## src/rtl/au_decode_pkg.sv

```systemverilog
// Shared definitions for the pipelined index-to-vector decoder.
package au_decode_pkg;

  localparam logic [1:0] MODE_ONEHOT    = 2'b00;
  localparam logic [1:0] MODE_THERMO_LO = 2'b01;
  localparam logic [1:0] MODE_THERMO_HI = 2'b10;
  localparam logic [1:0] MODE_ONEHOT_N  = 2'b11;

  // Decoded vector width for a given index width.
  function automatic int unsigned out_w(input int unsigned width);
    return 32'd1 << width;
  endfunction

endpackage

```

## src/rtl/au_decode_core.sv

```systemverilog
// Combinational decode of an index into one-hot, thermometer or inverted one-hot.
module au_decode_core
  import au_decode_pkg::*;
#(
  parameter int unsigned WIDTH = 3,
  parameter int unsigned ARCH  = 0
) (
  input  logic [WIDTH-1:0]         a,
  input  logic [1:0]               mode,
  output logic [out_w(WIDTH)-1:0]  z
);

  localparam int unsigned N = out_w(WIDTH);

  logic [N-1:0] onehot;
  logic [N-1:0] thermo_lo;
  logic [N-1:0] thermo_hi;

  // Three equivalent one-hot decoder structures, chosen at elaboration.
  generate
    if (ARCH == 1) begin : g_cmp
      always_comb begin
        onehot = '0;
        for (int i = 0; i < int'(N); i++) begin
          onehot[i] = (WIDTH'(i) == a);
        end
      end
    end else if (ARCH == 2) begin : g_mux
      always_comb begin
        onehot = N'(1);
        for (int b = 0; b < int'(WIDTH); b++) begin
          if (a[b]) onehot = onehot << (1 << b);
        end
      end
    end else begin : g_shift
      assign onehot = N'(1) << a;
    end
  endgenerate

  // Thermo-low fills from the hot bit downward, thermo-high from it upward.
  always_comb begin
    logic acc_lo;
    logic acc_hi;
    acc_lo    = 1'b0;
    acc_hi    = 1'b0;
    thermo_lo = '0;
    thermo_hi = '0;
    for (int i = 0; i < int'(N); i++) begin
      acc_hi                    = acc_hi | onehot[i];
      thermo_hi[i]              = acc_hi;
      acc_lo                    = acc_lo | onehot[int'(N) - 1 - i];
      thermo_lo[int'(N) - 1 - i] = acc_lo;
    end
  end

  always_comb begin
    z = onehot;
    case (mode)
      MODE_ONEHOT:    z = onehot;
      MODE_THERMO_LO: z = thermo_lo;
      MODE_THERMO_HI: z = thermo_hi;
      MODE_ONEHOT_N:  z = ~onehot;
      default:        z = onehot;
    endcase
  end

endmodule

```

## src/rtl/au_decode_pipe.sv

```systemverilog
// Valid/ready pipelined decoder: combinational decode feeding STAGES register slots.
module au_decode_pipe
  import au_decode_pkg::*;
#(
  parameter int unsigned WIDTH  = 3,
  parameter int unsigned ARCH   = 0,
  parameter int unsigned STAGES = 1
) (
  input  logic                     clk,
  input  logic                     rst,
  input  logic                     in_valid,
  output logic                     in_ready,
  input  logic [WIDTH-1:0]         in_a,
  input  logic [1:0]               in_mode,
  output logic                     out_valid,
  input  logic                     out_ready,
  output logic [out_w(WIDTH)-1:0]  out_z
);

  localparam int unsigned N = out_w(WIDTH);

  generate
    if (WIDTH < 1 || STAGES < 1 || STAGES > 4 || ARCH > 2) begin : g_param_check
      $error("au_decode_pipe: illegal parameters WIDTH=%0d ARCH=%0d STAGES=%0d",
             WIDTH, ARCH, STAGES);
    end
  endgenerate

  logic [N-1:0]              dec_z;
  logic [STAGES-1:0]         slot_valid;
  logic [STAGES-1:0][N-1:0]  slot_z;
  logic [STAGES:0]           slot_rdy;

  au_decode_core #(
    .WIDTH (WIDTH),
    .ARCH  (ARCH)
  ) u_core (
    .a    (in_a),
    .mode (in_mode),
    .z    (dec_z)
  );

  // Ready chain: a slot can load when it is empty or its successor can load.
  always_comb begin
    slot_rdy         = '0;
    slot_rdy[STAGES] = out_ready;
    for (int s = int'(STAGES) - 1; s >= 0; s--) begin
      slot_rdy[s] = !slot_valid[s] || slot_rdy[s+1];
    end
  end

  for (genvar s = 0; s < int'(STAGES); s++) begin : g_slot
    logic          valid_q, valid_d, src_valid;
    logic [N-1:0]  z_q, z_d, src_z;

    if (s == 0) begin : g_head
      assign src_valid = in_valid;
      assign src_z     = dec_z;
    end else begin : g_body
      assign src_valid = slot_valid[s-1];
      assign src_z     = slot_z[s-1];
    end

    // Empty slots carry zero data so an idle output reads as 0.
    always_comb begin
      valid_d = valid_q;
      z_d     = z_q;
      if (slot_rdy[s]) begin
        valid_d = src_valid;
        z_d     = src_valid ? src_z : '0;
      end
    end

    always_ff @(posedge clk) begin
      if (rst) begin
        valid_q <= 1'b0;
        z_q     <= '0;
      end else begin
        valid_q <= valid_d;
        z_q     <= z_d;
      end
    end

    assign slot_valid[s] = valid_q;
    assign slot_z[s]     = z_q;
  end

  assign in_ready  = slot_rdy[0];
  assign out_valid = slot_valid[STAGES-1];
  assign out_z     = slot_z[STAGES-1];

endmodule

```

## config.mk

```make
export PLATFORM = sky130hd
export DESIGN_NAME = au_decode_pipe
export DESIGN_NICKNAME = d
export VERILOG_FILES = /design/src/rtl/au_decode_pkg.sv /design/src/rtl/au_decode_core.sv /design/src/rtl/au_decode_pipe.sv
export SDC_FILE = /design/constraint.sdc
export NUM_CORES = 1
export LEC_CHECK = 0
export ABC_AREA = 1
export CORE_MARGIN = 5
export CORE_UTILIZATION = 45
export DETAILED_ROUTE_END_ITERATION = 12
export GPL_TIMING_DRIVEN = 0
export HOLD_SLACK_MARGIN = 0.03
export PLACE_DENSITY = 0.76
export RECOVER_POWER = 50
export SLEW_MARGIN = 20
export SYNTH_ARGS = -nofsm -noshare
export SYNTH_HDL_FRONTEND = slang
export SYNTH_HIERARCHICAL = 1
export SYNTH_SLANG_ARGS = --single-unit
```

## constraint.sdc

```tcl
create_clock -name clk -period 1.2 [get_ports clk]
set_input_delay 0.3 -clock clk [delete_from_list [all_inputs] [get_ports clk]]
set_output_delay 0.3 -clock clk [all_outputs]
set_load 0.1 [all_outputs]
```

# [Word level (Yosys, flattened, before mapping)]
# Cells that the tools add are included.
[op_classes] multipliers=0 magnitude_cmp=0 addsub=0 n_eq_ne=3 n_div=0 shift=1 bitwise=15 n_mux=2 n_reduce_logical=3
[op_table] operator="$pmux 8 s4" n=1
[op_table] operator="$or 1x1->1" n=14
[op_table] operator="$mux 8" n=1
[op_table] operator="$not 8->8" n=1
[op_table] operator="$shl 1x3->8 const A" n=1
[op_table] operator="$eq 2x2->1 const B" n=2
[op_table] operator="$eq 2x1->1 const B" n=1
[op_table] operator="$logic_not 2->1" n=1
[op_table] operator="$logic_not 1->1" n=1
[op_table] operator="$logic_or 1x1->1" n=1
[totals] ram_bits=0 input_bits=9 reg_bits=9 n_memories=0 latch_bits=0 elab_cells=26 rom_bits=0

# [Longest topological paths before layout]
# Gate-level depths: netlist of run 1.
[depth] depth_word=10 depth_mapped=12 ltp_nobuf=11

# [Modules after synthesis]
# Netlist of run 1, hierarchy kept.
[by_module_without_submodules] mod="au_decode_pipe" seq_area_each_um2=180.2 area_each_um2=376.6 n_inst=1 cells_per_inst=56
[by_module_without_submodules] mod="au_decode_core" seq_area_each_um2=0.0 area_each_um2=285.3 n_inst=1 cells_per_inst=59

# [Least setup slack after synthesis of run 1]
# No wires, ideal clock.
[synth_path] kind="register to output" startpoint="register g_slot[0].valid_q (netlist: out_valid)" endpoint="output port in_ready" path_stages_with_launch=3 arrival_time_ps=1367 required_time_ps=900 path_slack_ps=-467 path_cell_list="dfxtp_1 > nand2_4 > buf_6"
[synth_via] elab_chain_cells=2
[synth_rtl] element="start, declared" line_no="au_decode_pipe.sv:53" text="logic valid_q, valid_d, src_valid;"
[synth_rtl] element="start signal, assigned" line_no="au_decode_pipe.sv:79" text="valid_q <= valid_d;"
[synth_rtl] element="$logic_not 1->1" line_no="au_decode_pipe.sv:48" text="slot_rdy[s] = !slot_valid[s] || slot_rdy[s+1];"
[synth_rtl] element="$logic_or 1x1->1" line_no="au_decode_pipe.sv:48"
[synth_rtl] element="end, declared" line_no="au_decode_pipe.sv:12" text="output logic in_ready,"
# Every way passes these cells.

# [Worst setup path after layout of run 1]
# Ends and elaborated chain as after synthesis.

==> metrics, run 1 <==
outcome=finished clean; CP endpoint kind=output pin; Max VDD drop=0.374 mV; drt first-iter violations=6; vias per cell=4.74; largest net degree at the start of global routing=11; area delta synth->final=31.2%; Area after DPL=835 sq um; Yosys reg bits=9; Core Area=0.00135 sq mm; Hold Path Stages=3; Final Hold Viols=0; Pwr Density=1080 mW/mm^2; Slew HR=81.5%; Final setup viols=0; final core occ=64.3%; R2R cell count=5; initial antenna violation count=0; Initial DRT Pass Iterations=4; synth unique cells=16; most common cell after layout, fill and taps aside=nand2_1; cts hold-fix bufs=0; Setup TNS=0 ns; pre-CTS WS=-1.30 ns; Post-Syn Area=662 sq um; via count=711; I/O pins=19; max cap viols=0; Setup WS post-layout=0.0278 ns; Arrival @ worst endpoint=0.87 ns; Syn Area/Cell=5.76 sq um; clk_lat worst skew=0.25 ns; GP Congestion=0.768; Core Rows=13; CTS tree=built; H-tree levels=1; crit path to=in_ready; Crit path required time=0.90 ns; hpwl dp=1090 um; r2r startpoint=out_valid$_SDFFE_PP0P_; die height=48.4 um; RSZ-0062 raised after global routing=yes; worst hold path type=in -> reg; register-to-register setup slack=0.34 ns; total power=0.000941 W; clock transition at the registers of the reported paths=0.06 ns; chip width=48.4 um; DIE AREA=0.00234 sq mm; Tot GR Track Use=12.4%; reg2reg end=out_z[5]$_SDFFE_PP0P_; Final Cycle Share=97.7%; post-synthesis net count=124; CP max FO=4; LEAKAGE=0.490 nW; Final ANT Viol Nets=0; CP Class=reg -> out; Clock Path Buffers=2; share of layout cells above drive strength 1=30.4%; initial core utilization=49.0%; final WL=1410 um; Tmin final=1.17 ns; diode count=0; root buffer cell=clkbuf_4; number of global-route vias before repair=641; Worst Tran Pin Value=0.280 ns; Overflow after GRT=0; CTS Buf Count=3; f_max=0.853 GHz; commonest non-fill, non-tap cells in the layout=nand2_1, nor2_1, buf_4; yosys warns=6; Port Buffers=14; CTS Sinks=9; Setup Skew=0.00324 ns; Seq/Total Area, Yosys=27.2%; fin nets=145; CP startpoint=out_valid$_SDFFE_PP0P_; Worst setup SP type=flop; Final Instance Area=868 sq um; Residual DRC=0; hold path start=in_valid; WL/cell=9.42 um; first-pass GRT wire length=2480 um; Slew Viols, Final=0; Synth Instances=115
==> cells in the mapped netlist <==
| library cell | n | area, sq um |
|---|---|---|
| a21oi_1 | 1 | 5.00 |
| buf_4 | 2 | 15.0 |
| buf_6 | 4 | 45.0 |
| dfxtp_1 | 9 | 180 |
| inv_1 | 6 | 22.5 |
| inv_2 | 5 | 18.8 |
| nand2_1 | 46 | 173 |
| nand2_2 | 1 | 6.26 |
| nand2_4 | 1 | 11.3 |
| nand3_1 | 7 | 35.0 |
| nand4_1 | 4 | 25.0 |
| nor2_1 | 21 | 78.8 |
| nor2_2 | 1 | 6.26 |
| nor3_2 | 1 | 10.0 |
| o21ai_0 | 2 | 10.0 |
| o21ai_1 | 4 | 20.0 |
==> kinds of logic (layout without fill, tap and decap cells) <==
logic type	count (synthesis)	in the layout	share of synthesized area, %
DFF	9	9	27.2
and+or+nand+nor	82	82	52.2
buffers and inverters	17	37	15.3
AOI/OAI and AO/OA	7	7	5.29
==> sequential cells by signal, indices dropped and copies added (netlist names) <==
name and flops:
out_z 8, out_valid 1
==> repair_timing <==
item / in CTS / in global routing
cloned: 1 / 0
gates resized for setup: 69 / 8
buffers inserted: 2 / 0
setup endpoints to repair: 18 / 4
pin swaps: 1 / 1
==> critical path: stages (launching register included) <==
cell and delay, ns:
dfxtp_4 0.35, nand2_4 0.09, buf_12 0.17
==> metal layers <==
layer  wire [um]  GRT usage (%)  up-vias
met5           0              0        -
met4          19           6.91        0
met3          73           2.45        2
met2         717           22.6       16
met1         603           13.0      294
li1            -              -      399
==> power breakdown <==
group | internal [W] | switching, W
sequential | 0.000323 | 0.0000115
clock | 0.000127 | 0.0000948
combinational | 0.000108 | 0.000276
==> through the flow <==
step | hold slack [ns] | std cells
6_report | 0.325 | 150
5_1_grt | 0.333 | 150
4_1_cts | 0.323 | 151
3_5_place_dp | 0.459 | 144
3_3_place_gp | 0.451 | 144
2_1_floorplan | 0.359 | 115
==> how the worst min path moves through the flow <==
stage	endpoint	slack [ns]
6_report	out_valid$_SDFFE_PP0P_	0.32
5_1_grt	out_valid$_SDFFE_PP0P_	0.33
4_1_cts	out_valid$_SDFFE_PP0P_	0.32
3_5_place_dp	out_z[3]$_SDFFE_PP0P_	0.46
3_3_place_gp	out_z[6]$_SDFFE_PP0P_	0.45
2_1_floorplan	out_valid$_SDFFE_PP0P_	0.36
==> area by class of cell <==
cell class | count | area (sq um)
multi-input combinational | 89 | 387
sequential | 9 | 194
fill | 145 | 482
tap | 15 | 18.8
inverter | 11 | 41.3
clock buffer | 4 | 26.3
timing repair buffer | 17 | 153
buffer | 5 | 48.8
Power figures use the tool's default switching activity.
==> run 2: changes to the inputs <==
--- a/config.mk
+++ b/config.mk
@@ -6,7 +6,6 @@
 export NUM_CORES = 1
 export LEC_CHECK = 0
 export ABC_AREA = 1
-export CORE_MARGIN = 5
 export CORE_UTILIZATION = 45
 export DETAILED_ROUTE_END_ITERATION = 12
 export GPL_TIMING_DRIVEN = 0
==> metrics, run 2 (synthesis results as in run 1) <==
Tmin final=1.18 ns (was 1.17 ns); Residual DRC=0 (unchanged); Max VDD drop=0.671 mV (was 0.374 mV); Initial DRT Pass Iterations=4 (unchanged); CP max FO=3 (was 4); Core Area=0.00133 sq mm (was 0.00135 sq mm); Final setup viols=0 (unchanged); area delta synth->final=36.5% (was 31.2%); root buffer cell=clkbuf_4 (unchanged); largest net degree at the start of global routing=11 (unchanged); pre-CTS WS=-1.33 ns (was -1.30 ns); Overflow after GRT=0 (unchanged); Hold EP=out_valid$_SDFFE_PP0P_ (unchanged); H-tree levels=1 (unchanged); CTS Buf Count=3 (unchanged); Pwr Density=1080 mW/mm^2 (about the same); fin cells=153 (was 150); diode count=0 (unchanged); met1 GRT Util=28.1% (was 13.0%); f_max=0.850 GHz (was 0.853 GHz); share of layout cells above drive strength 1=30.4% (about the same); first-pass GRT wire length=2340 um (was 2480 um); CTS Sinks=9 (unchanged); register-to-register setup slack=0.23 ns (was 0.34 ns); reg2reg end=out_z[2]$_SDFFE_PP0P_ (was out_z[5]$_SDFFE_PP0P_); I/O pins=19 (unchanged); worst hold path type=in -> reg (unchanged); Final ANT Viol Nets=0 (unchanged); final core occ=67.7% (was 64.3%); met3 Track Usage GR=6.67% (was 2.45%); cts hold-fix bufs=0 (unchanged); vias per cell=4.76 (was 4.74); chip width=40.4 um (was 48.4 um); GP Congestion=0.887 (was 0.768); Clock Path Buffers=2 (unchanged); r2r startpoint=out_valid$_SDFFE_PP0P_ (unchanged); GR Util met2=34.5% (was 22.6%); via count=728 (was 711); max cap viols=0 (unchanged); hold path start=in_valid (unchanged); Setup TNS=0 ns (unchanged); most common cell after layout, fill and taps aside=nand2_1 (unchanged); Final Hold Viols=0 (unchanged); clock transition at the registers of the reported paths=0.06 ns (about the same); Port Buffers=14 (unchanged); fin nets=148 (was 145); initial antenna violation count=0 (unchanged); filler cell count=141 (was 145); Tot GR Track Use=21.6% (was 12.4%); WL/cell=9.87 um (was 9.42 um); Most Used Layer, Global Route=met2 (unchanged); R2R cell count=6 (was 5); final WL=1510 um (was 1410 um); Hold Path Stages=3 (unchanged); Setup Skew=0.00339 ns (was 0.00324 ns); LEAKAGE=0.508 nW (was 0.490 nW); CTS tree=built (unchanged); DIE AREA=0.00163 sq mm (was 0.00234 sq mm); CP Class=reg -> out (unchanged); number of global-route vias before repair=576 (was 641); Setup WS post-layout=0.0230 ns (was 0.0278 ns); commonest non-fill, non-tap cells in the layout=nand2_1, nor2_1, buf_4 (unchanged); clk_lat worst skew=0.27 ns (was 0.25 ns); Worst Tran Pin Value=0.278 ns (was 0.280 ns); Slew Viols, Final=0 (unchanged); initial core utilization=49.6% (was 49.0%); outcome=finished clean (unchanged); Slew HR=81.6% (was 81.5%); max reg flops=8 (unchanged); die height=40.4 um (was 48.4 um); Crit path required time=0.90 ns (about the same); CP endpoint kind=output pin (unchanged); Final Cycle Share=98.1% (was 97.7%); drt first-iter violations=7 (was 6); placed cells=144 (unchanged); hpwl dp=1070 um (was 1090 um); Arrival @ worst endpoint=0.88 ns (was 0.87 ns); Core Rows=13 (unchanged); Worst setup SP type=flop (unchanged)
==> run 2: area by class of cell <==
| type | instances | area (sq um) | area share [%] |
|---|---|---|---|
| multi-input combinational | 89 | 384 | 42.5 |
| sequential | 9 | 193 | 21.3 |
| timing repair buffer | 20 | 191 | 21.2 |
| buffer | 5 | 48.8 | 5.40 |
| inverter | 11 | 41.3 | 4.57 |
| clock buffer | 4 | 26.3 | 2.91 |
| tap | 15 | 18.8 | 2.08 |
==> run 2: routing by layer <==
metal  up-vias  routed length, um
met5         -                  0
met1       309                727
met4         0                 17
met3         2                 60
met2        14                704
li1        403                  -
==> run 2: how the worst max path moves through the flow <==
stage,start,depth (start not counted),endpoint,slack [ns]
floorplan,out_valid$_SDFFE_PP0P_,2,in_ready,0.05
global placement,out_ready,5,in_ready,-1.29
detailed placement,out_ready,5,in_ready,-1.33
CTS,out_valid$_SDFFE_PP0P_,3,in_ready,-0.07
global route,out_valid$_SDFFE_PP0P_,2,in_ready,-0.003
finish,out_valid$_SDFFE_PP0P_,2,in_ready,0.02
==> run 2: metrics by stage <==
stage / total power (W) / cell area, sq um / hold WS, ns
6_report: 0.000976 / 903 / 0.323
5_1_grt: 0.00103 / 903 / 0.337
4_1_cts: 0.000975 / 873 / 0.322
3_5_place_dp: 0.000722 / 835 / 0.465
3_3_place_gp: 0.000718 / 835 / 0.455
2_1_floorplan: 0.000641 / 676 / 0.359
==> run 2: where the power goes <==
part	switching (W)	internal, W
clock network	0.000113	0.000129
registers	0.0000133	0.000322
logic	0.000279	0.000120
total	0.000405	0.000570
==> run 2: worst max-delay path, cell delays in order (launching register included) <==
cell,delay (ns)
dfxtp_4,0.35
nand2_4,0.08
buf_12,0.17
==> run 2: repair_timing <==
action,CTS,global route
hold endpoints to repair,0,0
endpoints found under the setup margin,18,7
buffers inserted,2,4
pin swaps,1,3
gates resized for setup,71,5
cloned,0,0
